File: config.mk
export PLATFORM = sky130hd
export DESIGN_NAME = logic_op_arb
export DESIGN_NICKNAME = d
export VERILOG_FILES = /design/src/rtl/logic_op_arb.sv
export SDC_FILE = /design/constraint.sdc
export NUM_CORES = 1
export LEC_CHECK = 0
export ABC_AREA = 1
export CORE_ASPECT_RATIO = 0.5
export CORE_UTILIZATION = 30
export DETAILED_ROUTE_END_ITERATION = 10
export GPL_TIMING_DRIVEN = 0
export MAX_ROUTING_LAYER = met4
export PLACE_DENSITY = 0.6
export RECOVER_POWER = 50
export SLEW_MARGIN = 25
export SYNTH_ARGS = -nofsm -noshare
export SYNTH_HDL_FRONTEND = slang
export SYNTH_SLANG_ARGS = --single-unit
export TNS_END_PERCENT = 1
File: constraint.sdc
create_clock -name clk -period 3.5 [get_ports clk]
set_clock_uncertainty 0.1 [all_clocks]
set_input_delay 0.7 -clock clk [delete_from_list [all_inputs] [get_ports clk]]
set_output_delay 0.7 -clock clk [all_outputs]
set_load 0.05 [all_outputs]
File: src/rtl/logic_op_arb.sv
// ============================================================================
// logic_op_arb : two-port round-robin arbiter feeding a one-stage bitwise
//                logic unit with one result slot per port.
// Revision     : 1.0
// ============================================================================
`default_nettype none

module logic_op_arb #(
  parameter int DW = 32
) (
  input  logic          clk,
  input  logic          rst_n,
  input  logic [1:0]    i_reg_logic_sel,
  input  logic          i_en,
  input  logic          i_req_vld_0,
  input  logic          i_req_vld_1,
  input  logic [DW-1:0] i_req_a_0,
  input  logic [DW-1:0] i_req_a_1,
  input  logic [DW-1:0] i_req_b_0,
  input  logic [DW-1:0] i_req_b_1,
  output logic          o_req_rdy_0,
  output logic          o_req_rdy_1,
  output logic          o_rsp_vld_0,
  output logic          o_rsp_vld_1,
  output logic [DW-1:0] o_rsp_data_0,
  output logic [DW-1:0] o_rsp_data_1,
  input  logic          i_rsp_rdy_0,
  input  logic          i_rsp_rdy_1,
  output logic          o_busy,
  output logic [15:0]   o_txn_cnt
);

  logic          s1_vld_q,    s1_vld_d;
  logic [DW-1:0] s1_a_q,      s1_a_d;
  logic [DW-1:0] s1_b_q,      s1_b_d;
  logic [1:0]    s1_sel_q,    s1_sel_d;
  logic          s1_tag_q,    s1_tag_d;
  logic          rsp_vld0_q,  rsp_vld0_d;
  logic          rsp_vld1_q,  rsp_vld1_d;
  logic [DW-1:0] rsp_data0_q, rsp_data0_d;
  logic [DW-1:0] rsp_data1_q, rsp_data1_d;
  logic          ptr_q,       ptr_d;
  logic [15:0]   cnt_q,       cnt_d;

  logic          elig0, elig1;
  logic          cand0, cand1;
  logic          gnt0,  gnt1;
  logic [DW-1:0] s1_result;

  // A port may only issue when its slot is free by the next edge and it has
  // nothing in stage 1, which keeps at most one transaction per port in flight.
  assign elig0 = i_en & ~(s1_vld_q & ~s1_tag_q) & (~rsp_vld0_q | i_rsp_rdy_0);
  assign elig1 = i_en & ~(s1_vld_q &  s1_tag_q) & (~rsp_vld1_q | i_rsp_rdy_1);
  assign cand0 = i_req_vld_0 & elig0;
  assign cand1 = i_req_vld_1 & elig1;
  assign gnt0  = rst_n & cand0 & (~cand1 | ~ptr_q);
  assign gnt1  = rst_n & cand1 & (~cand0 |  ptr_q);

  always_comb begin
    case (s1_sel_q)
      2'd0:    s1_result = s1_a_q & s1_b_q;
      2'd1:    s1_result = s1_a_q | s1_b_q;
      2'd2:    s1_result = s1_a_q ^ s1_b_q;
      default: s1_result = ~s1_a_q;
    endcase
  end

  always_comb begin
    s1_vld_d    = gnt0 | gnt1;
    s1_a_d      = s1_a_q;
    s1_b_d      = s1_b_q;
    s1_sel_d    = s1_sel_q;
    s1_tag_d    = s1_tag_q;
    if (gnt0) begin
      s1_a_d   = i_req_a_0;
      s1_b_d   = i_req_b_0;
      s1_sel_d = i_reg_logic_sel;
      s1_tag_d = 1'b0;
    end else if (gnt1) begin
      s1_a_d   = i_req_a_1;
      s1_b_d   = i_req_b_1;
      s1_sel_d = i_reg_logic_sel;
      s1_tag_d = 1'b1;
    end

    // Refill from stage 1 takes precedence over the drain on the same edge.
    rsp_vld0_d  = rsp_vld0_q & ~i_rsp_rdy_0;
    rsp_data0_d = rsp_data0_q;
    if (s1_vld_q & ~s1_tag_q) begin
      rsp_vld0_d  = 1'b1;
      rsp_data0_d = s1_result;
    end
    rsp_vld1_d  = rsp_vld1_q & ~i_rsp_rdy_1;
    rsp_data1_d = rsp_data1_q;
    if (s1_vld_q & s1_tag_q) begin
      rsp_vld1_d  = 1'b1;
      rsp_data1_d = s1_result;
    end

    ptr_d = ptr_q;
    if (gnt0) ptr_d = 1'b1;
    else if (gnt1) ptr_d = 1'b0;

    cnt_d = cnt_q + {15'd0, (gnt0 | gnt1)};
  end

  always_ff @(posedge clk or negedge rst_n) begin
    if (!rst_n) begin
      s1_vld_q    <= 1'b0;
      s1_a_q      <= '0;
      s1_b_q      <= '0;
      s1_sel_q    <= 2'd0;
      s1_tag_q    <= 1'b0;
      rsp_vld0_q  <= 1'b0;
      rsp_vld1_q  <= 1'b0;
      rsp_data0_q <= '0;
      rsp_data1_q <= '0;
      ptr_q       <= 1'b0;
      cnt_q       <= 16'd0;
    end else begin
      s1_vld_q    <= s1_vld_d;
      s1_a_q      <= s1_a_d;
      s1_b_q      <= s1_b_d;
      s1_sel_q    <= s1_sel_d;
      s1_tag_q    <= s1_tag_d;
      rsp_vld0_q  <= rsp_vld0_d;
      rsp_vld1_q  <= rsp_vld1_d;
      rsp_data0_q <= rsp_data0_d;
      rsp_data1_q <= rsp_data1_d;
      ptr_q       <= ptr_d;
      cnt_q       <= cnt_d;
    end
  end

  assign o_req_rdy_0  = gnt0;
  assign o_req_rdy_1  = gnt1;
  assign o_rsp_vld_0  = rsp_vld0_q;
  assign o_rsp_vld_1  = rsp_vld1_q;
  assign o_rsp_data_0 = rsp_data0_q;
  assign o_rsp_data_1 = rsp_data1_q;
  assign o_busy       = s1_vld_q | rsp_vld0_q | rsp_vld1_q;
  assign o_txn_cnt    = cnt_q;

endmodule

`default_nettype wire

# Yosys cells after proc, flatten, opt, wreduce, memory -nomap -nowiden
# Cells that the tools add are included.
dict set report classes {
  addsub 1
  n_eq_ne 2
  mux 13
  n_bitwise 35
  n_reduce_logical 2
}
# cell n
set ops {}
lappend ops {{$mux 32} 4}
lappend ops {{$pmux 32 s3} 1}
lappend ops {{$and 32x32->32} 1}
lappend ops {{$not 32->32} 1}
lappend ops {{$or 32x32->32} 1}
lappend ops {{$xor 32x32->32} 1}
lappend ops {{$add 16x1->16} 1}
lappend ops {{$and 1x1->1} 14}
lappend ops {{$not 1->1} 10}
lappend ops {{$or 1x1->1} 7}
lappend ops {{$mux 1} 6}
lappend ops {{$mux 2} 2}
lappend ops {{$eq 2x1->1 const B} 1}
lappend ops {{$eq 2x2->1 const B} 1}
lappend ops {{$logic_not 2->1} 1}
lappend ops {{$reduce_bool 2->1} 1}
dict set report totals {
  regBits 151
  input_bits 137
  output_inout_bits 85
  word_cells 64
}

# Depth between registers and ports, before layout
# Gate-level depths: netlist of the first run.
dict set report logic_depth {
  word_depth 11
  ltp_mapped 11
  mapped_depth_nobuf 10
}

# Worst setup path before layout of the first run
# Ideal clock, no wire load.
dict set report synth_path {
  path_type {input to output}
  start {input i_rsp_rdy_1}
  end {output o_req_rdy_1}
  arrival_time_ps 1713
  required_ps 2700
  slack_ps 987
  stages 8
  path_cell_list {inv_1 nand2_1 nand2_1 nor3_2 nand2_1 buf_4 buf_2 inv_1}
}
dict set report synth_via {
  elab_chain_len 5
}
# element line
set synth_rtl {}
lappend synth_rtl {{from (decl)} 28} ;# input logic i_rsp_rdy_1,
lappend synth_rtl {{$or 1x1->1} 53} ;# assign elig1 = i_en & ~(s1_vld_q & s1_tag_q) & (~rsp_vld1_q | i_rsp_rdy_1);
lappend synth_rtl {{$and 1x1->1} 53}
lappend synth_rtl {{$and 1x1->1} 55} ;# assign cand1 = i_req_vld_1 & elig1;
lappend synth_rtl {{$and 1x1->1 (2 in series)} 57} ;# assign gnt1 = rst_n & cand1 & (~cand0 | ptr_q);
lappend synth_rtl {{to (decl)} 22} ;# output logic o_req_rdy_1,
# No other way between the ends.

# Worst setup path in the final report of the first run
dict set report layout_path {
  start {input i_en}
  end {output o_req_rdy_0}
}
dict set report layout_via {
  elab_chain_len 6
  word_cells_on_any_way 10
  classes_between {10 x bitwise}
}
# element line
set layout_rtl {}
lappend layout_rtl {{from (decl)} 14} ;# input logic i_en,
lappend layout_rtl {{$and 1x1->1 (2 in series)} 53}
lappend layout_rtl {{$and 1x1->1} 55}
lappend layout_rtl {{$not 1->1} 56} ;# assign gnt0 = rst_n & cand0 & (~cand1 | ~ptr_q);
lappend layout_rtl {{$or 1x1->1} 56}
lappend layout_rtl {{$and 1x1->1 (*)} 56}
lappend layout_rtl {{to (decl)} 21} ;# output logic o_req_rdy_0,
# Mark *: on every way between the ends. The rest lies on a longest branch, timed or not.

==> metrics.txt, run 1 <==
worst vdd rail ir drop 0.425 mV; Max Fanout on Critical Path 10; final hold violations 0; share of synthesized flip-flops with an asynchronous set or reset 1.00; sequential element share of the synthesized area 0.436; DRC violations left 0; kind of capture point of the worst setup path output pin; Post-CTS Setup Inserts 0; Std-Cell Rows 43; clk sink count 151; register bit total from synthesis 151; data arrival time of the critical path 2.53 ns; per-instance average area after synthesis 7.53 µm²; most frequent cells in the layout 286 x nand2_1, 218 x clkdlybuf4s50_1, 178 x nand3_1; areal power density over the cells 760 nW/µm²; maximum clock path buffer count 2; share of the clock period used by the worst path 0.953; most heavily used metal layer in global routing met2; initial cell density of the core 0.309; slowest cell delay on critical path 0.42 ns; Post-DRT Antenna Nets 0; gr ovfl total 0; Post-Synthesis Cell Area 8670 µm²; Synth Flop Type dfrtp_1; global-route track usage on met3 0.0502; synth unique cells 26; startpoint of the most critical register-to-register path s1_vld_q; post-CTS clock slew at the launch and capture registers of the worst setup and hold paths 0.06 ns; slew of the pin with the lowest slew margin 1.70 ns; critical-path cell with the highest stage delay clkdlybuf4s50_1; MaxCap Viol Count 1; H-tree depth reported by CTS 4; floorplan die height 122 µm; Max-Slew Margin vs Limit -0.136; aggregate routed wire length 31.8 mm; utilization after layout 0.427; type of origin of the critical path input port; Setup WS pre-CTS -0.382 ns; largest net degree at the start of global routing 87; placeable core region 28000 µm²; endpoints failing setup 0; clock insertion delay at the later pin of the skew report 0.45 ns; total placed instance area 11400 µm²; TNS Setup 0 ns; share of cells above drive strength 1 0.0533; met2 Usage GRT 0.361; via count of the first global-routing pass 8512; Post-Synthesis Cells 1151; crit path kind in2out; total CTS buffers 17; number of primary I/O pins 222; number of vias per cell 4.78; Leak 6.16 nW; endpoint required time on the critical path 2.70 ns; layout-stage area growth over the synthesis result 38.1%; Buffers on Ports 221; CTS tree done; HPWL after DPL 23.9 mm; Die X 242 µm; final weighted congestion in routability-driven placement 0.916; start point of the critical path i_en; nets@finish 1597; initial antenna violation count 1; cell area after layout 12000 µm²; unrepaired setup endpoints after global routing false; minimum clock period after layout 3.33 ns; syn_nets 1354; total die area 29600 µm²; count of flip-flops with a built-in enable after synthesis 0; drt first-iter violations 655; most common cell after layout, fill and taps aside nand2_1; Max Freq 0.300 GHz; Critical Path, Cell by Cell clkdlybuf4s50_1 > nand2_1 > inv_1 > nand4_1 > clkbuf_4 > clkbuf_4 > nand2_1 > inv_1 > clkdlybuf4s15_2; first-pass GRT wire length 48.3 mm; worst setup slack after layout 0.165 ns; drt first pass iters 5; met1 Track Usage GR 0.284; violations in the final reports max-capacitance violations, max-slew violations; Ys Warns 0; average wire per standard cell 17.8 µm; total number of vias 8555; path category of the worst min-delay check in2async; root buf cell clkbuf_16; final max-slew violation count 66; result of the run complete, but fails checks; total routing usage reported by global routing 0.225
[cell families (layout without fill, tap and decap cells)]
family / count (synthesis) / in the layout / share of synthesized area
flip-flops: 151 / 151 / 0.436
adder cells (fa/ha/maj): 66 / 66 / 0.0953
buffers and inverters: 216 / 471 / 0.102
XOR/XNOR: 14 / 14 / 0.0141
AND/OR/NAND/NOR: 623 / 623 / 0.301
AO/OA/AOI/OAI: 81 / 81 / 0.0511
other: 0 / 1 / 0
[synthesized netlist by cell type, types with 6 or more instances]
cell | number | area share
dfrtp_1 | 151 | 0.44
o211ai_1 | 15 | 0.013
clkbuf_1 | 20 | 0.0087
o21ai_0 | 41 | 0.024
nor2_1 | 140 | 0.061
buf_4 | 10 | 0.0087
nand4_1 | 6 | 0.0043
o21ai_1 | 25 | 0.014
nand3_1 | 178 | 0.10
nand2_1 | 286 | 0.12
buf_2 | 30 | 0.017
inv_1 | 148 | 0.064
xor2_1 | 11 | 0.011
ha_1 | 66 | 0.095
[state kept, by name, summed over array words and instances, names as in the netlist]
register      count
s1_a_q           32
s1_tag_q          1
o_rsp_data_1     32
ptr_q             1
s1_b_q           32
s1_sel_q          2
o_rsp_data_0     32
o_txn_cnt        16
s1_vld_q          1
o_rsp_vld_1       1
o_rsp_vld_0       1
[through the flow]
stage / std cells / total power (W) / hold slack [ns]
2_1_floorplan: 1151 / 0.00548 / 0.304
5_1_grt: 1789 / 0.00960 / 0.151
3_3_place_gp: 1754 / 0.00715 / 0.366
4_1_cts: 1788 / 0.00913 / 0.178
6_report: 1789 / 0.00910 / 0.133
3_5_place_dp: 1756 / 0.00722 / 0.365
[layout make-up]
class | instances | area (µm²)
fill | 2839 | 16100
clock inverter | 13 | 148
antenna | 1 | 2.50
inverter | 153 | 574
multi-input combinational | 784 | 3990
clock buffer | 18 | 439
sequential | 151 | 3780
timing repair buffer | 224 | 2260
buffer | 63 | 303
tap | 382 | 478
[routing by layer]
layer,up-vias,part of all wire
met5,-,0
met4,0,0.021
met3,48,0.052
met2,217,0.48
met1,4201,0.45
li1,4089,-
[critical path: cells and delay by family]
family,cells,cell delay (ns)
buffers and inverters,6,1.49
AND/OR/NAND/NOR,3,0.35
[repair_timing]
item / CTS / global route
setup endpoints to repair: 2 / 2
hold buffers: 1 / 0
pin swaps: 0 / 0
resized for setup: 4 / 4
endpoints found under the hold margin: 4 / 0
cloned: 0 / 0
[report_power, final]
group          leakage [nW]  total, W  internal, W  switching, W
logic                  4.11   0.00448      0.00145       0.00303
clock network         0.281   0.00189      0.00107      0.000816
registers              1.76   0.00274      0.00234      0.000394
[worst paths after layout]
path,cells after the start,slack [ns],endpoint
worst max-delay path,9,0.17,o_req_rdy_0
worst min-delay path,2,0.13,s1_a_q[15]
worst max register to register,10,0.73,o_txn_cnt[12]
worst min register to register,2,0.38,o_rsp_data_0[11]
max in group asynchronous,3,1.16,s1_b_q[2]
min in group clk,2,0.38,o_rsp_data_0[11]
No activity file was read; power rests on OpenSTA's default activity.
==> run 2: changes to the inputs <==
Settings changed: CTS_CLUSTER_DIAMETER from default to 150.
==> results of run 2 <==
Final layout, timing and power as in run 1 (identical DEF).
